===== src/rtl/tempo_pkg.sv =====
// Shared tempo definitions: BPM table, sub-tick period math and FSM state encoding.
package tempo_pkg;

  typedef enum logic [1:0] {
    IDLE  = 2'd0,
    RUN   = 2'd1,
    PAUSE = 2'd2
  } tempo_state_e;

  localparam int unsigned NUM_SPEEDS = 8;
  localparam int unsigned BPM_TAB [NUM_SPEEDS] = '{40, 60, 80, 100, 120, 140, 180, 220};

  // Rounded clk cycles per sub-tick; 64-bit intermediate since CLK_HZ*60 can exceed 32 bits.
  function automatic logic [31:0] tempo_period(input int unsigned clk_hz,
                                               input int unsigned bpm,
                                               input int unsigned subdiv);
    logic [63:0] num, den;
    den = 64'(bpm) * 64'(subdiv);
    num = 64'(clk_hz) * 64'd60 + den / 64'd2;
    return 32'(num / den);
  endfunction

  function automatic int unsigned idx_w(input int unsigned n);
    return (n > 1) ? int'($clog2(n)) : 1;
  endfunction

endpackage


===== src/rtl/tempo_tick_gen_if.sv =====
// Control inputs and tick/position outputs of the tempo generator.
interface tempo_tick_gen_if
  import tempo_pkg::*;
#(
  parameter int unsigned SUBDIV        = 4,
  parameter int unsigned BEATS_PER_BAR = 4,
  parameter int unsigned BAR_W         = 8
) ();
  localparam int unsigned SUB_W  = idx_w(SUBDIV);
  localparam int unsigned BEAT_W = idx_w(BEATS_PER_BAR);

  logic [2:0]        speed;
  logic              run;
  logic              restart;
  logic              sub_tick;
  logic              beat_tick;
  logic              bar_tick;
  logic [SUB_W-1:0]  sub_idx;
  logic [BEAT_W-1:0] beat_idx;
  logic [BAR_W-1:0]  bar_cnt;
  logic              running;

  modport master (
    output speed, run, restart,
    input  sub_tick, beat_tick, bar_tick, sub_idx, beat_idx, bar_cnt, running
  );

  modport slave (
    input  speed, run, restart,
    output sub_tick, beat_tick, bar_tick, sub_idx, beat_idx, bar_cnt, running
  );
endinterface


===== src/rtl/tempo_period_rom.sv =====
// Combinational speed -> sub-tick period lookup; every entry is an elaboration-time constant.
module tempo_period_rom
  import tempo_pkg::*;
#(
  parameter int unsigned CLK_HZ = 50_000_000,
  parameter int unsigned SUBDIV = 4
) (
  input  logic [2:0]  speed,
  output logic [31:0] period
);
  logic [NUM_SPEEDS-1:0][31:0] p_tab;

  for (genvar i = 0; i < NUM_SPEEDS; i++) begin : g_tab
    localparam logic [31:0] P = tempo_period(CLK_HZ, BPM_TAB[i], SUBDIV);
    assign p_tab[i] = P;
  end

  assign period = p_tab[speed];
endmodule


===== src/rtl/tempo_tick_gen.sv =====
// Metronome: sub-beat/beat/bar strobes at one of 8 tempos with run/pause, restart and position tracking.
module tempo_tick_gen
  import tempo_pkg::*;
#(
  parameter int unsigned CLK_HZ        = 50_000_000,
  parameter int unsigned SUBDIV        = 4,
  parameter int unsigned BEATS_PER_BAR = 4,
  parameter int unsigned BAR_W         = 8
) (
  input  logic            clk,
  input  logic            resetn,
  tempo_tick_gen_if.slave tif
);
  localparam int unsigned       SUB_W     = idx_w(SUBDIV);
  localparam int unsigned       BEAT_W    = idx_w(BEATS_PER_BAR);
  localparam logic [31:0]       PER_RST   = tempo_period(CLK_HZ, BPM_TAB[0], SUBDIV);
  localparam logic [SUB_W-1:0]  SUB_LAST  = SUB_W'(SUBDIV - 1);
  localparam logic [BEAT_W-1:0] BEAT_LAST = BEAT_W'(BEATS_PER_BAR - 1);

  tempo_state_e      state, state_nx;
  logic [31:0]       cnt, per, p_sel;
  logic [SUB_W-1:0]  sub_idx;
  logic [BEAT_W-1:0] beat_idx;
  logic [BAR_W-1:0]  bar_cnt;
  logic              sub_tick, sub_wrap, beat_wrap;

  tempo_period_rom #(.CLK_HZ(CLK_HZ), .SUBDIV(SUBDIV)) u_rom (
    .speed  (tif.speed),
    .period (p_sel)
  );

  // Gated by resetn so a reset cycle never strobes, even with cnt==0 in RUN.
  assign sub_tick  = resetn & (state == RUN) & (cnt == 32'd0);
  assign sub_wrap  = (sub_idx == SUB_LAST);
  assign beat_wrap = (beat_idx == BEAT_LAST);

  always_comb begin
    state_nx = state;
    if (!tif.restart) begin
      case (state)
        IDLE:    if (tif.run)  state_nx = RUN;
        RUN:     if (!tif.run) state_nx = PAUSE;
        PAUSE:   if (tif.run)  state_nx = RUN;
        default:               state_nx = IDLE;
      endcase
    end
  end

  always_ff @(posedge clk) begin
    if (!resetn) begin
      state    <= IDLE;
      cnt      <= '0;
      per      <= PER_RST;
      sub_idx  <= '0;
      beat_idx <= '0;
      bar_cnt  <= '0;
    end else begin
      state <= state_nx;
      if (state == IDLE) per <= p_sel;
      if (tif.restart) begin
        cnt      <= '0;
        sub_idx  <= '0;
        beat_idx <= '0;
        bar_cnt  <= '0;
      end else if (state == IDLE) begin
        cnt <= '0;
      end else if (state == RUN) begin
        if (sub_tick) begin
          // Speed is sampled only here, so a tempo change never shortens the running interval.
          per <= p_sel;
          cnt <= p_sel - 32'd1;
          if (sub_wrap) begin
            sub_idx <= '0;
            if (beat_wrap) begin
              beat_idx <= '0;
              bar_cnt  <= bar_cnt + 1'b1;
            end else begin
              beat_idx <= beat_idx + 1'b1;
            end
          end else begin
            sub_idx <= sub_idx + 1'b1;
          end
        end else begin
          cnt <= cnt - 32'd1;
        end
      end
    end
  end

  cnt_in_period: assert property (@(posedge clk) disable iff (!resetn)
                                  (state == RUN) |-> (cnt < per));

  assign tif.sub_tick  = sub_tick;
  assign tif.beat_tick = sub_tick & (sub_idx == '0);
  assign tif.bar_tick  = sub_tick & (sub_idx == '0) & (beat_idx == '0);
  assign tif.sub_idx   = sub_idx;
  assign tif.beat_idx  = beat_idx;
  assign tif.bar_cnt   = bar_cnt;
  assign tif.running   = (state == RUN);
endmodule


===== src/flat_wrapper.sv =====
// flat-port wrapper written by rule: the top's interface ports become plain ports
module tempo_tick_gen_flat import tempo_pkg::*;
#(
  parameter int unsigned CLK_HZ        = 50_000_000,
  parameter int unsigned SUBDIV        = 4,
  parameter int unsigned BEATS_PER_BAR = 4,
  parameter int unsigned BAR_W         = 8
)
  (clk, resetn, tif_speed, tif_run, tif_restart, tif_sub_tick, tif_beat_tick, tif_bar_tick, tif_sub_idx, tif_beat_idx, tif_bar_cnt, tif_running);
  tempo_tick_gen_if #(.SUBDIV(SUBDIV), .BEATS_PER_BAR(BEATS_PER_BAR), .BAR_W(BAR_W)) tif_i ();
  input  logic clk;
  input  logic resetn;
  input wire logic [$bits(tif_i.speed)-1:0] tif_speed;
  input wire logic [$bits(tif_i.run)-1:0] tif_run;
  input wire logic [$bits(tif_i.restart)-1:0] tif_restart;
  output wire logic [$bits(tif_i.sub_tick)-1:0] tif_sub_tick;
  output wire logic [$bits(tif_i.beat_tick)-1:0] tif_beat_tick;
  output wire logic [$bits(tif_i.bar_tick)-1:0] tif_bar_tick;
  output wire logic [$bits(tif_i.sub_idx)-1:0] tif_sub_idx;
  output wire logic [$bits(tif_i.beat_idx)-1:0] tif_beat_idx;
  output wire logic [$bits(tif_i.bar_cnt)-1:0] tif_bar_cnt;
  output wire logic [$bits(tif_i.running)-1:0] tif_running;
  assign tif_i.speed = tif_speed;
  assign tif_i.run = tif_run;
  assign tif_i.restart = tif_restart;
  assign tif_sub_tick = tif_i.sub_tick;
  assign tif_beat_tick = tif_i.beat_tick;
  assign tif_bar_tick = tif_i.bar_tick;
  assign tif_sub_idx = tif_i.sub_idx;
  assign tif_beat_idx = tif_i.beat_idx;
  assign tif_bar_cnt = tif_i.bar_cnt;
  assign tif_running = tif_i.running;
  tempo_tick_gen #(.CLK_HZ(CLK_HZ), .SUBDIV(SUBDIV), .BEATS_PER_BAR(BEATS_PER_BAR), .BAR_W(BAR_W)) u_core (.clk(clk), .resetn(resetn), .tif(tif_i));
endmodule

===== config.mk =====
export PLATFORM = sky130hd
export DESIGN_NAME = tempo_tick_gen_flat
export DESIGN_NICKNAME = d
export VERILOG_FILES = /design/src/rtl/tempo_pkg.sv /design/src/rtl/tempo_tick_gen_if.sv /design/src/rtl/tempo_period_rom.sv /design/src/rtl/tempo_tick_gen.sv /design/src/flat_wrapper.sv
export SDC_FILE = /design/constraint.sdc
export NUM_CORES = 1
export LEC_CHECK = 0
export BUFFER_PORTS_ARGS = -buffer_cell sky130_fd_sc_hd__buf_4
export CORE_MARGIN = 5
export CORE_UTILIZATION = 58
export CTS_BUF_LIST = sky130_fd_sc_hd__clkbuf_4 sky130_fd_sc_hd__clkbuf_8
export CTS_CLUSTER_DIAMETER = 40
export DETAILED_ROUTE_END_ITERATION = 12
export GPL_TIMING_DRIVEN = 0
export PLACE_DENSITY = 0.82
export SLEW_MARGIN = 15
export SYNTH_ARGS = -nofsm -noshare
export SYNTH_HDL_FRONTEND = slang
export SYNTH_HIERARCHICAL = 1
export SYNTH_SLANG_ARGS = --single-unit

===== constraint.sdc =====
create_clock -name clk -period 3.1 [get_ports clk]
set_input_delay 0.62 -clock clk [delete_from_list [all_inputs] [get_ports clk]]
set_output_delay 0.62 -clock clk [all_outputs]
set_load 0.02 [all_outputs]

==> results.txt <==
In this run the cell area measured after placement is 4195 sq um. The XOR/XNOR share of the synthesized area came out at 1.350%. The category of the worst setup path capture point was a primary output. The tools report the detailed-route wire length as 13.65 mm. For the final hold violation count, the log shows 0. The top fanout value on the critical path works out to 10. Synthesis inferred 46 register bits. Counting tap cells, the placed design contains a total of 636 instances.

The total of endpoints with negative setup slack in the final report was 0; the global-route met1 utilization was 40.41%. The clock tree synthesis step divided the H-tree into 2 levels. The required time at the worst-slack endpoint is 2480 ps, and the arrival time reported for the critical path endpoint is 2460 ps. After clock tree synthesis, the clock-pin slew on the worst setup and hold paths is 90 ps. Once detail routing completed, the nets flagged for antenna violations numbered 0.

TritonCTS built the clock tree. The flow ran to the end, and the final reports show no timing, DRC or antenna violations. Global routing used 48.60% of the available met2 tracks. The via count of the first global-routing pass was 4,213; the global router's overall resource usage was 30.72%. The logs give 21.66 ps for the setup slack of the critical path after layout and 5.319% for the met3 usage.

For this design, the sink count on the clock tree is 46. The die covers 8452 sq um. Measured along the x axis, the die boundary spans 91.94 microns. From bottom edge to top edge, the die measures 91.94 microns. Summed over all nets, the half-perimeter wirelength after detailed placement is 9.398 mm. The site row count was 29; the leakage power summed over all cells was 0.001877 uW. Netlist area before placement: 3894 sq um. The number of max-slew violations in the final report was 0. The start-to-end type of the worst setup path was register to primary output. The transition time at the pin with the least slew margin was 708.7 ps; the count of input and output buffers was 22. Counting stages on the worst path, the most repeated cell is sky130_fd_sc_hd__buf_4. The critical path's slowest cell is sky130_fd_sc_hd__dfxtp_1.

The run gives 0.2087 mV as the peak supply drop. Walking the worst path, the cells encountered are nor4_4 > nand4_1 > buf_4 > nor3_4 > buf_6 > buf_4 > and3_1 > buf_4. The count of synthesis-stage warnings from yosys came out at 6. The TritonCTS buffer count is 5. The finished layout holds 662 standard cells, fillers aside. The layout overhead on the synthesized area came out at 20.76%. For this run the aggregate overflow at the end of global routing stands at 0. The clock reaches the later pin of the worst-skew pair after 310 ps. Final hold analysis gives a worst-case slack of 495.8 ps. For this design the ratio of total power to cell area is 397.9 nW/um^2. For this run, design rule violations remaining after detail routing come to 0. The clock tree buffer depth was 2; the worst-case clock skew was 5.741 ps. The footprint of the multi-input gates is 2969 sq um. The complex-gate fraction of the synthesized area is 24.94%, and the multiplexer share of the synthesized area is 3.535%. Initial core utilization: 60.63%. The worst setup path is launched from a register. Class of the tightest hold or removal check: register to register. Initial antenna violation count: 0. The synthesized-area fraction occupied by and/or/nand/nor cells is 36.09%. Global routing's busiest layer: met2.

The tools report the via count as 4,688. Overall power of the completed layout: 1871 uW. Placement-stage worst setup slack: -858.1 ps.

Static timing analysis puts the maximum clock frequency at 324.9 MHz. The total area inside the core boundary comes to 6422 sq um. Entering global routing, the biggest net connects 16 pins.

The area used by sequential logic in the layout is 924.6 sq um. The total of max-cap violations is 0. For this run, the post-layout net count is 603. In the final routed layout, each cell accounts on average for 20.61 microns.

The worst slew margin relative to its limit is 52.75%. Counting flops with a built-in enable in the synthesized netlist gives 0. The worst path in the final design needs a cycle of 3078 ps, including I/O delays and setup. Pin placement for this block handled 23 I/O pins. The maximum cell stage delay along the critical path is 400 ps.

In the routed layout, each cell is associated on average with a via count of 7.082. The finished cells cover 4702 sq um. The first global-routing pass estimated 21.07 mm of wire.

Combinational family with the most area after synthesis: simple AND/OR/NAND/NOR gates. 0 antenna diodes ended up in the layout. Buffers inserted to repair hold after CTS numbered 0.

After technology mapping, the gate count stands at 531. The filler cell count is 523. The most frequently used flop master after synthesis is sky130_fd_sc_hd__dfxtp_1. For this run, asynchronously set or reset flops after synthesis account for 0%. Library cell used as clock root buffer: sky130_fd_sc_hd__clkbuf_8. The sequential fraction of the synthesis area was 23.65%; the number of detailed-routing iterations run before antenna repair was 6.

The average footprint of a synthesized cell was 7.333 sq um; the layout cell share with drive strength beyond 1 was 21.88%. After Yosys synthesis, full adders, half adders and majority gates account for 3.856% of the synthesized area. The number of different library cells used by synthesis comes to 71. The final weighted congestion in routability-driven placement was 1.046; the share of the clock period used by the worst path was 99.30%. The tools report the DRC violation total after the first TritonRoute iteration as 666.
## cells in the final DEF (no fill, tap or decap), types with 4 or more instances in the layout
cell type                   instances
sky130_fd_sc_hd__buf_4             49
sky130_fd_sc_hd__or4_1              5
sky130_fd_sc_hd__nor2_1            44
sky130_fd_sc_hd__nor4_4             6
sky130_fd_sc_hd__clkbuf_8           5
sky130_fd_sc_hd__nand2b_1           5
sky130_fd_sc_hd__conb_1             7
sky130_fd_sc_hd__a2111oi_0          4
sky130_fd_sc_hd__a31oi_1           11
sky130_fd_sc_hd__a21oi_1           39
sky130_fd_sc_hd__and2_1             7
sky130_fd_sc_hd__nor2b_1            4
sky130_fd_sc_hd__ha_1               9
sky130_fd_sc_hd__dfxtp_1           45
sky130_fd_sc_hd__or2_2              8
sky130_fd_sc_hd__o21ai_0           28
sky130_fd_sc_hd__a21o_1             5
sky130_fd_sc_hd__a211oi_1          13
sky130_fd_sc_hd__buf_6              9
sky130_fd_sc_hd__inv_1             10
sky130_fd_sc_hd__or3_1             13
sky130_fd_sc_hd__a22o_1             4
sky130_fd_sc_hd__clkbuf_1          15
sky130_fd_sc_hd__nand4_1           13
sky130_fd_sc_hd__mux2i_1            8
sky130_fd_sc_hd__o22ai_1            7
sky130_fd_sc_hd__and4_1             4
sky130_fd_sc_hd__nand3_1           19
sky130_fd_sc_hd__o21a_1             5
sky130_fd_sc_hd__nand2_1           64
sky130_fd_sc_hd__xnor2_1            4
sky130_fd_sc_hd__nor4_1            10
sky130_fd_sc_hd__and3_1             8
sky130_fd_sc_hd__nor3_1            13
## synth_stat cells, types with 12 or more instances
| library cell | number | area (sq um) |
|---|---|---|
| sky130_fd_sc_hd__ha_1 | 12 | 150.1 |
| sky130_fd_sc_hd__nand2_1 | 64 | 240.2 |
| sky130_fd_sc_hd__nor2_1 | 46 | 172.7 |
| sky130_fd_sc_hd__dfxtp_1 | 46 | 920.9 |
| sky130_fd_sc_hd__or3_1 | 13 | 81.33 |
| sky130_fd_sc_hd__a21oi_1 | 42 | 210.2 |
| sky130_fd_sc_hd__a211oi_1 | 13 | 97.59 |
| sky130_fd_sc_hd__inv_1 | 12 | 45.04 |
| sky130_fd_sc_hd__nor3_1 | 18 | 90.09 |
| sky130_fd_sc_hd__o21ai_0 | 28 | 140.1 |
| sky130_fd_sc_hd__clkbuf_1 | 17 | 63.81 |
| sky130_fd_sc_hd__nand4_1 | 13 | 81.33 |
| sky130_fd_sc_hd__nand3_1 | 22 | 110.1 |
## path summary, 6_finish.rpt
check	startpoint	end	slack [ps]	cells after the start
setup reg to reg	u_core/state[1]$_SDFFE_PN0P_	u_core/cnt[30]$_SDFFE_PP0N_	50	14
setup / recovery	u_core/cnt[15]$_SDFFE_PP0N_	tif_bar_tick	20	8
hold / removal	u_core/tif.sub_idx[1]$_SDFFE_PP0P_	u_core/tif.sub_idx[1]$_SDFFE_PP0P_	500	2
hold reg to reg	u_core/tif.sub_idx[1]$_SDFFE_PP0P_	u_core/tif.sub_idx[1]$_SDFFE_PP0P_	500	2
## area by class of cell
cell class	count	share of cell area, %
multi-input combinational	440	63.15
sequential	46	19.66
timing repair buffer	41	6.626
buffer	36	4.949
tap	77	2.049
clock buffer	5	1.464
inverter	14	1.171
clock inverter	3	0.9313
## metal layers
layer	part of all wire, %	wire (microns)
met5	0	0
met4	4.8	654
met3	12	1609
met2	45	6091
met1	39	5289
## per-stage QoR
stage / TNS, ps / utilization (%)
after floorplan: 0 / -
after global placement: -10620 / 65.32
after detailed placement: -11920 / 65.32
after CTS: 0 / 69.67
after global routing: -126.8 / 73.21
final: 0 / 73.21
## critical path: cells and delay by family (launching register included)
family                 cells  cell delay (ps)
flip-flops                 1              400
AND/OR/NAND/NOR            4              980
buffers and inverters      4              770
## power by group
group          total (uW)  switching (uW)  internal [uW]  leakage (uW)
combinational         759             440            319       0.00145
sequential            640            32.6            607      0.000373
clock                 472             230            242     0.0000585
## cell families after synthesis
logic type	Yosys count
mux	13
other cells	1
simple gates	255
compound gates	147
flops	46
xor+xnor	6
fa+ha+maj	12
buf+inv	51
## sequential cells by signal, summed over array words and instances, names as in the netlist
| register | flops |
|---|---|
| u_core/cnt | 32 |
| u_core/state | 2 |
| u_core/tif.bar_cnt | 8 |
| u_core/tif.beat_idx | 2 |
| u_core/tif.sub_idx | 2 |
## what timing repair did
item | CTS | global route
setup buffers | 9 | 10
gates resized for setup | 24 | 33
cloned | 0 | 0
setup endpoints to repair | 21 | 17
pin swaps | 10 | 19
No activity file was read; power rests on OpenSTA's default activity.
